File: config.mk
export PLATFORM = sky130hd
export DESIGN_NAME = lane_swap_engine
export DESIGN_NICKNAME = d
export VERILOG_FILES = /design/src/rtl/lane_swap_pkg.sv /design/src/rtl/lane_swap_engine_permute.sv /design/src/rtl/lane_swap_engine.sv
export SDC_FILE = /design/constraint.sdc
export NUM_CORES = 1
export LEC_CHECK = 0
export ABC_AREA = 1
export BUFFER_PORTS_ARGS = -buffer_cell sky130_fd_sc_hd__buf_2
export CAP_MARGIN = 20
export CORE_MARGIN = 2
export CORE_UTILIZATION = 38
export DETAILED_ROUTE_END_ITERATION = 10
export GPL_TIMING_DRIVEN = 0
export SYNTH_ARGS = -nofsm -noshare
export SYNTH_HDL_FRONTEND = slang
export SYNTH_HIERARCHICAL = 1
export SYNTH_SLANG_ARGS = --single-unit
File: constraint.sdc
create_clock -name clk -period 3.6 [get_ports clk]
set_clock_uncertainty 0.05 [all_clocks]
set_input_delay 0.36 -clock clk [delete_from_list [all_inputs] [get_ports clk]]
set_output_delay 0.36 -clock clk [all_outputs]
set_load 0.01 [all_outputs]
File: src/rtl/lane_swap_pkg.sv
// lane_swap_pkg: shared mode and state encodings for the lane swap engine
package lane_swap_pkg;
    typedef enum logic [1:0] {
        MODE_PASS = 2'b00,
        MODE_SWAP = 2'b01,
        MODE_REV  = 2'b10,
        MODE_ROT  = 2'b11
    } mode_e;

    typedef enum logic [1:0] {
        ST_IDLE = 2'b00,
        ST_ROT  = 2'b01,
        ST_FULL = 2'b10
    } state_e;
endpackage

File: src/rtl/lane_swap_engine_permute.sv
// lane_permute: combinational lane permutation (pass, pairwise swap, reverse, single-lane rotate)
// Ports:
//   mode     - permutation to apply; MODE_ROT moves every lane one step toward lane 0
//   in_data  - LANES lanes of WIDTH bits, lane i at [i*WIDTH +: WIDTH]
//   out_data - permuted lanes
module lane_permute
    import lane_swap_pkg::*;
#(
    parameter int WIDTH = 8,
    parameter int LANES = 4
) (
    input  mode_e                    mode,
    input  logic [LANES*WIDTH-1:0]   in_data,
    output logic [LANES*WIDTH-1:0]   out_data
);
    for (genvar g = 0; g < LANES; g++) begin : g_lane
        // With odd LANES the unpaired top lane maps to itself
        localparam int SW = (g % 2 == 0) ? ((g + 1 < LANES) ? g + 1 : g) : g - 1;
        localparam int RV = LANES - 1 - g;
        localparam int RT = (g + 1) % LANES;
        assign out_data[g*WIDTH +: WIDTH] =
            (mode == MODE_SWAP) ? in_data[SW*WIDTH +: WIDTH] :
            (mode == MODE_REV)  ? in_data[RV*WIDTH +: WIDTH] :
            (mode == MODE_ROT)  ? in_data[RT*WIDTH +: WIDTH] :
                                  in_data[g*WIDTH +: WIDTH];
    end
endmodule

File: src/rtl/lane_swap_engine.sv
// lane_swap_engine: valid/ready lane permutation engine with iterative rotate
// Ports:
//   clk, rst_n            - clock, asynchronous active-low reset
//   in_valid/in_ready     - input handshake; in_mode/in_amt/in_data latched on accept
//   out_valid/out_ready   - output handshake; out_data held stable while out_valid
//   busy                  - high while a rotation is stepping
//   done_cnt              - number of results handed off, wrapping
module lane_swap_engine
    import lane_swap_pkg::*;
#(
    parameter int WIDTH = 8,
    parameter int LANES = 4,
    parameter int AMT_W = 4,
    parameter int CNT_W = 16
) (
    input  logic                   clk,
    input  logic                   rst_n,
    input  logic                   in_valid,
    output logic                   in_ready,
    input  logic [1:0]             in_mode,
    input  logic [AMT_W-1:0]       in_amt,
    input  logic [LANES*WIDTH-1:0] in_data,
    output logic                   out_valid,
    input  logic                   out_ready,
    output logic [LANES*WIDTH-1:0] out_data,
    output logic                   busy,
    output logic [CNT_W-1:0]       done_cnt
);
    state_e                 r_state;
    logic [LANES*WIDTH-1:0] r_data;
    logic [AMT_W-1:0]       r_rem;
    logic [CNT_W-1:0]       r_cnt;
    mode_e                  w_mode;
    mode_e                  w_perm_mode;
    logic [AMT_W-1:0]       w_amt;
    logic [LANES*WIDTH-1:0] w_perm_in;
    logic [LANES*WIDTH-1:0] w_perm;
    logic                   w_accept;
    logic                   w_rot;

    assign w_mode    = mode_e'(in_mode);
    assign w_amt     = AMT_W'(32'(in_amt) % LANES);
    // A rotate by a multiple of LANES is an identity and takes the single-cycle path
    assign w_rot     = (w_mode == MODE_ROT) && (w_amt != '0);
    assign in_ready  = rst_n & ((r_state == ST_IDLE) | ((r_state == ST_FULL) & out_ready));
    assign w_accept  = in_valid & in_ready;
    // Rotations load raw data on accept, then step through the permuter one lane per cycle
    assign w_perm_mode = (r_state == ST_ROT) ? MODE_ROT : ((w_mode == MODE_ROT) ? MODE_PASS : w_mode);
    assign w_perm_in   = (r_state == ST_ROT) ? r_data : in_data;

    lane_permute #(.WIDTH(WIDTH), .LANES(LANES)) u_perm (
        .mode     (w_perm_mode),
        .in_data  (w_perm_in),
        .out_data (w_perm)
    );

    always_ff @(posedge clk or negedge rst_n) begin
        if (!rst_n) begin
            r_state <= ST_IDLE;
            r_data  <= '0;
            r_rem   <= '0;
            r_cnt   <= '0;
        end else begin
            if (out_valid && out_ready)
                r_cnt <= r_cnt + 1'b1;
            if (r_state == ST_ROT) begin
                r_data <= w_perm;
                r_rem  <= r_rem - 1'b1;
                if (r_rem == AMT_W'(1))
                    r_state <= ST_FULL;
            end else if (w_accept) begin
                r_data  <= w_perm;
                r_rem   <= w_amt;
                r_state <= w_rot ? ST_ROT : ST_FULL;
            end else if (r_state == ST_FULL && out_ready) begin
                r_state <= ST_IDLE;
            end
        end
    end

    assign out_valid = (r_state == ST_FULL);
    assign busy      = (r_state == ST_ROT);
    assign out_data  = r_data;
    assign done_cnt  = r_cnt;
endmodule

==> metrics list <==
* Total Routing Usage GR: 20.4%
* Part of the total power dissipated in sequential elements: between 30% and 40%
- The worst-case IR drop observed on VDD is 0.000272 V.
* Sinks on Clock Net: 54
- Worst-Margin Slew: about 0.49 ns
- The worst hold path belongs to the class in -> reg.
- Clock tree from TritonCTS: yes
- Seq. cell area: 0.00135 mm^2
- H-Tree Depth: 2
- Along the worst path, the maximum fanout reaches 37.
* Status: finished, final reports clean
- Fill cell count: 1019
* Count of antenna-violating nets left after detailed routing: 0
* Startpoint type of the worst setup path: input pin
- The cell area that synthesis handed to floorplanning was around 0.0038 mm^2.
- Share of cells above drive strength 1: between 20% and 30%
- DRC violations left: 0
- After the first detailed-routing iteration, the DRC count stood at 241.
- Number of cell rows: 36
* Setup CP Type: in -> out
- Data on the critical path arrives at its endpoint at 2.07 ns.
* Leakage component of the power: 2.62 nW
- At the end of routability-driven placement, the weighted congestion stood at approximately 0.93.
- Nature of the critical path endpoint: primary output
* Reported net switching power: 1.26 mW
- Combinational cells account for 49.6% of the total power.
- Dividing total power by cell area gives a power density of 624 mW/mm^2.
- The multi-input combinational cells in the finished layout cover a total of 0.00185 mm^2.
* Max-slew headroom: 67.3%
- In the final timing run, aggregate negative setup slack is 0 ns.
- The total count of hold-check failures in the final report was 0.
- Counting the buffers created by CTS gives 5.
- The total overflow left after global routing is 0.
* Initial antenna violation count: 0
- Derived from the worst setup path, the maximum achievable clock frequency is 403 MHz.
- Cells along the critical path: dlygate4sd3_1 -> buf_2 -> buf_12 -> inv_1 -> nor2_1 -> and2_1 -> buf_2
- For this run, the post-layout net count is 720.
- Post-Syn Area per Cell: 6.54 um^2
* First drt pass iteration count: 5
* Register bit total from synthesis: 54
- Share of power burned in the clock network: between 15 and 20%
- From synthesis to final layout, the design area changed by 20.3%.
- Core box area: 0.00968 mm^2
- Post-synthesis cell type count: 33
* Crit share post-route: 69.0%
- Cell internal power was estimated by the tool at 1.57 mW.
- For this run, the number of Yosys warnings is 6.
- The die is just over 100 um wide.
- Max-cap violations in this run came to 0.
- Switching power share of the total: 44.6%
- Fraction of the yosys area taken by sequential cells: 35.9%
- Clock Pin Slew Worst Setup and Hold Paths: 0.11 ns
- Post-Synthesis Cells: 576
* Req. time, crit path: between 3 and 4 ns
* Via count of the first global-routing pass: ~3700
- Pin count of the biggest net entering global routing: 38
* Final wirelength: 10.8 mm
- On the critical path, the stage with the largest delay is an instance of sky130_fd_sc_hd__dlygate4sd3_1.
- Root cell of the clock tree: sky130_fd_sc_hd__clkbuf_8
* Power after layout: 2.83 mW
- Counting every net in the synthesized netlist gives slightly above 600.
* Number of antenna cells inserted: 0
- During I/O placement, the number of pins put on the boundary was 93.
* # port buffers: 90
* WL per Instance: 13.3 um
- The smallest clock period supported by the final layout is computed as 2.48 ns.
- Among the stages of the critical path, the cell type that occurs most often is sky130_fd_sc_hd__buf_2.
- Buffer depth of the longest clock path: 2
* Crit-path max cell delay: 0.52 ns
* Unrepaired setup endpoints after global routing: false
- The initial utilization of the core area, before any placement, comes to 38.9%.
- Half-perimeter wire length after detailed placement: 8.45 mm
- The routed layout has between 3000 and 4000 vias.
- Detail-routed via count per cell: 4.77
- Wire length of the first global-routing pass: roughly 18 mm
* Chip Height: 104 um
* Insertion delay to the later sink of the worst-skew pair: about 0.32 ns
- The die covers 0.0107 mm^2.
- Cells fill 46.8% of the core in the end.
- Max-slew violation count: 0
* Number of endpoints failing setup at the final stage: 0
placed cells by master (no fill, tap or decap), types with 2 or more instances in the layout:
cell type	instances
sky130_fd_sc_hd__nand2_2	12
sky130_fd_sc_hd__nor3_1	2
sky130_fd_sc_hd__xnor2_1	3
sky130_fd_sc_hd__nor2_4	3
sky130_fd_sc_hd__nand2_1	227
sky130_fd_sc_hd__clkbuf_1	2
sky130_fd_sc_hd__o21ai_1	20
sky130_fd_sc_hd__ha_1	3
sky130_fd_sc_hd__o21ai_0	46
sky130_fd_sc_hd__buf_12	2
sky130_fd_sc_hd__clkbuf_8	5
sky130_fd_sc_hd__buf_2	100
sky130_fd_sc_hd__dfrtp_1	54
sky130_fd_sc_hd__inv_8	2
sky130_fd_sc_hd__buf_6	6
sky130_fd_sc_hd__nor2_1	14
sky130_fd_sc_hd__o21ai_2	4
sky130_fd_sc_hd__nand3_1	44
sky130_fd_sc_hd__nor2_2	2
sky130_fd_sc_hd__inv_2	3
sky130_fd_sc_hd__nand4_1	5
sky130_fd_sc_hd__clkbuf_2	3
sky130_fd_sc_hd__buf_4	4
sky130_fd_sc_hd__xor2_1	5
sky130_fd_sc_hd__inv_1	93
critical path, delay by kind of cell:
family,cells,cell delay (ns)
buf+inv,5,1.39
simple gates,2,0.29
cells in the mapped netlist:
| library cell | instances | share of area [%] |
|---|---|---|
| sky130_fd_sc_hd__nand2_1 | 227 | 23 |
| sky130_fd_sc_hd__inv_1 | 93 | 9.3 |
| sky130_fd_sc_hd__dfrtp_1 | 54 | 36 |
| sky130_fd_sc_hd__o21ai_0 | 46 | 6.1 |
| sky130_fd_sc_hd__nand3_1 | 44 | 5.8 |
| sky130_fd_sc_hd__o21ai_1 | 20 | 2.7 |
| sky130_fd_sc_hd__nor2_1 | 14 | 1.4 |
| sky130_fd_sc_hd__nand2_2 | 12 | 2.0 |
| sky130_fd_sc_hd__buf_2 | 10 | 1.3 |
| sky130_fd_sc_hd__buf_6 | 6 | 1.8 |
| sky130_fd_sc_hd__nand4_1 | 5 | 0.83 |
| sky130_fd_sc_hd__xor2_1 | 5 | 1.2 |
| sky130_fd_sc_hd__buf_4 | 4 | 0.80 |
| sky130_fd_sc_hd__o21ai_2 | 4 | 0.93 |
| sky130_fd_sc_hd__clkbuf_2 | 3 | 0.40 |
| sky130_fd_sc_hd__ha_1 | 3 | 1.0 |
| sky130_fd_sc_hd__inv_2 | 3 | 0.30 |
| sky130_fd_sc_hd__nor2_4 | 3 | 0.90 |
| sky130_fd_sc_hd__xnor2_1 | 3 | 0.70 |
| sky130_fd_sc_hd__clkbuf_1 | 2 | 0.20 |
| sky130_fd_sc_hd__nor2_2 | 2 | 0.33 |
| sky130_fd_sc_hd__nor3_1 | 2 | 0.27 |
| sky130_fd_sc_hd__and2_1 | 1 | 0.17 |
| sky130_fd_sc_hd__buf_12 | 1 | 0.53 |
| sky130_fd_sc_hd__inv_6 | 1 | 0.23 |
| sky130_fd_sc_hd__inv_8 | 1 | 0.30 |
| sky130_fd_sc_hd__nand2_4 | 1 | 0.30 |
| sky130_fd_sc_hd__nand2_8 | 1 | 0.53 |
| sky130_fd_sc_hd__nand3_2 | 1 | 0.27 |
| sky130_fd_sc_hd__nand3_4 | 1 | 0.46 |
| sky130_fd_sc_hd__nand3b_1 | 1 | 0.20 |
| sky130_fd_sc_hd__o22ai_1 | 1 | 0.17 |
| sky130_fd_sc_hd__o31ai_1 | 1 | 0.20 |
cell families after synthesis:
group / synth area share [%]
simple gates: 36.1
buf+inv: 15.1
compound gates: 10.1
flops: 35.9
xor+xnor: 1.86
fa+ha+maj: 0.996
per-stage QoR:
step / cells / instance area, um^2 / setup slack (ns) / hold slack (ns)
2_1_floorplan: 576 / 3770 / 1.79 / 0.0144
3_3_place_gp: 799 / 4390 / 1.06 / 0.455
3_5_place_dp: 800 / 4410 / 1.41 / 0.293
4_1_cts: 809 / 4530 / 1.05 / 0.227
5_1_grt: 809 / 4530 / 0.897 / 0.274
6_report: 809 / 4530 / 1.12 / 0.242
power by group through the flow:
stage                     clock, mW  combinational, mW  sequential (mW)
after floorplan                   0              0.813             1.09
after global placement            0               1.38            0.994
after detailed placement          0               1.40             1.00
after CTS                     0.457               1.41            0.992
after global routing          0.477               1.58             1.02
final                         0.437               1.40            0.988
what timing repair did:
action | 4_1_cts | 5_1_grt
hold buffers | 1 | 0
resized for setup | 0 | 0
setup buffers | 0 | 0
endpoints found under the hold margin | 18 | 0
path summary, 6_finish.rpt:
check                        startpoint            to  slack, ns  cells after the start
max reg2reg                  r_state[1]   out_data[9]       1.40                     10
max in group asynchronous         rst_n  done_cnt[13]       2.47                      3
min                           in_amt[1]      r_rem[1]       0.24                      3
min reg2reg                done_cnt[14]  done_cnt[14]       0.49                      2
min in group asynchronous         rst_n   out_data[5]       0.47                      2
max                               rst_n      in_ready       1.12                      7
sequential cells by signal, indices dropped and copies added, names as in the netlist:
register / flops
r_state: 2
r_rem: 4
done_cnt: 16
out_data: 32
per-layer routing:
layer	track usage, %	vias to the layer above	wire, um
met2	33.4	128	4930
li1	-	1954	-
met4	4.54	0	137
met3	2.39	11	536
met5	0	-	0
met1	29.0	1769	5160
area by class of cell:
class | count | share of cell area, %
plain buffers | 26 | 4.20
clock buffers | 5 | 1.52
clock inverters | 3 | 1.08
inverters | 98 | 8.39
multi-input cells | 398 | 40.7
flip-flops and latches | 54 | 29.8
well taps | 133 | 3.67
repair buffers | 92 | 10.6
(Power assumes the default switching activity.)
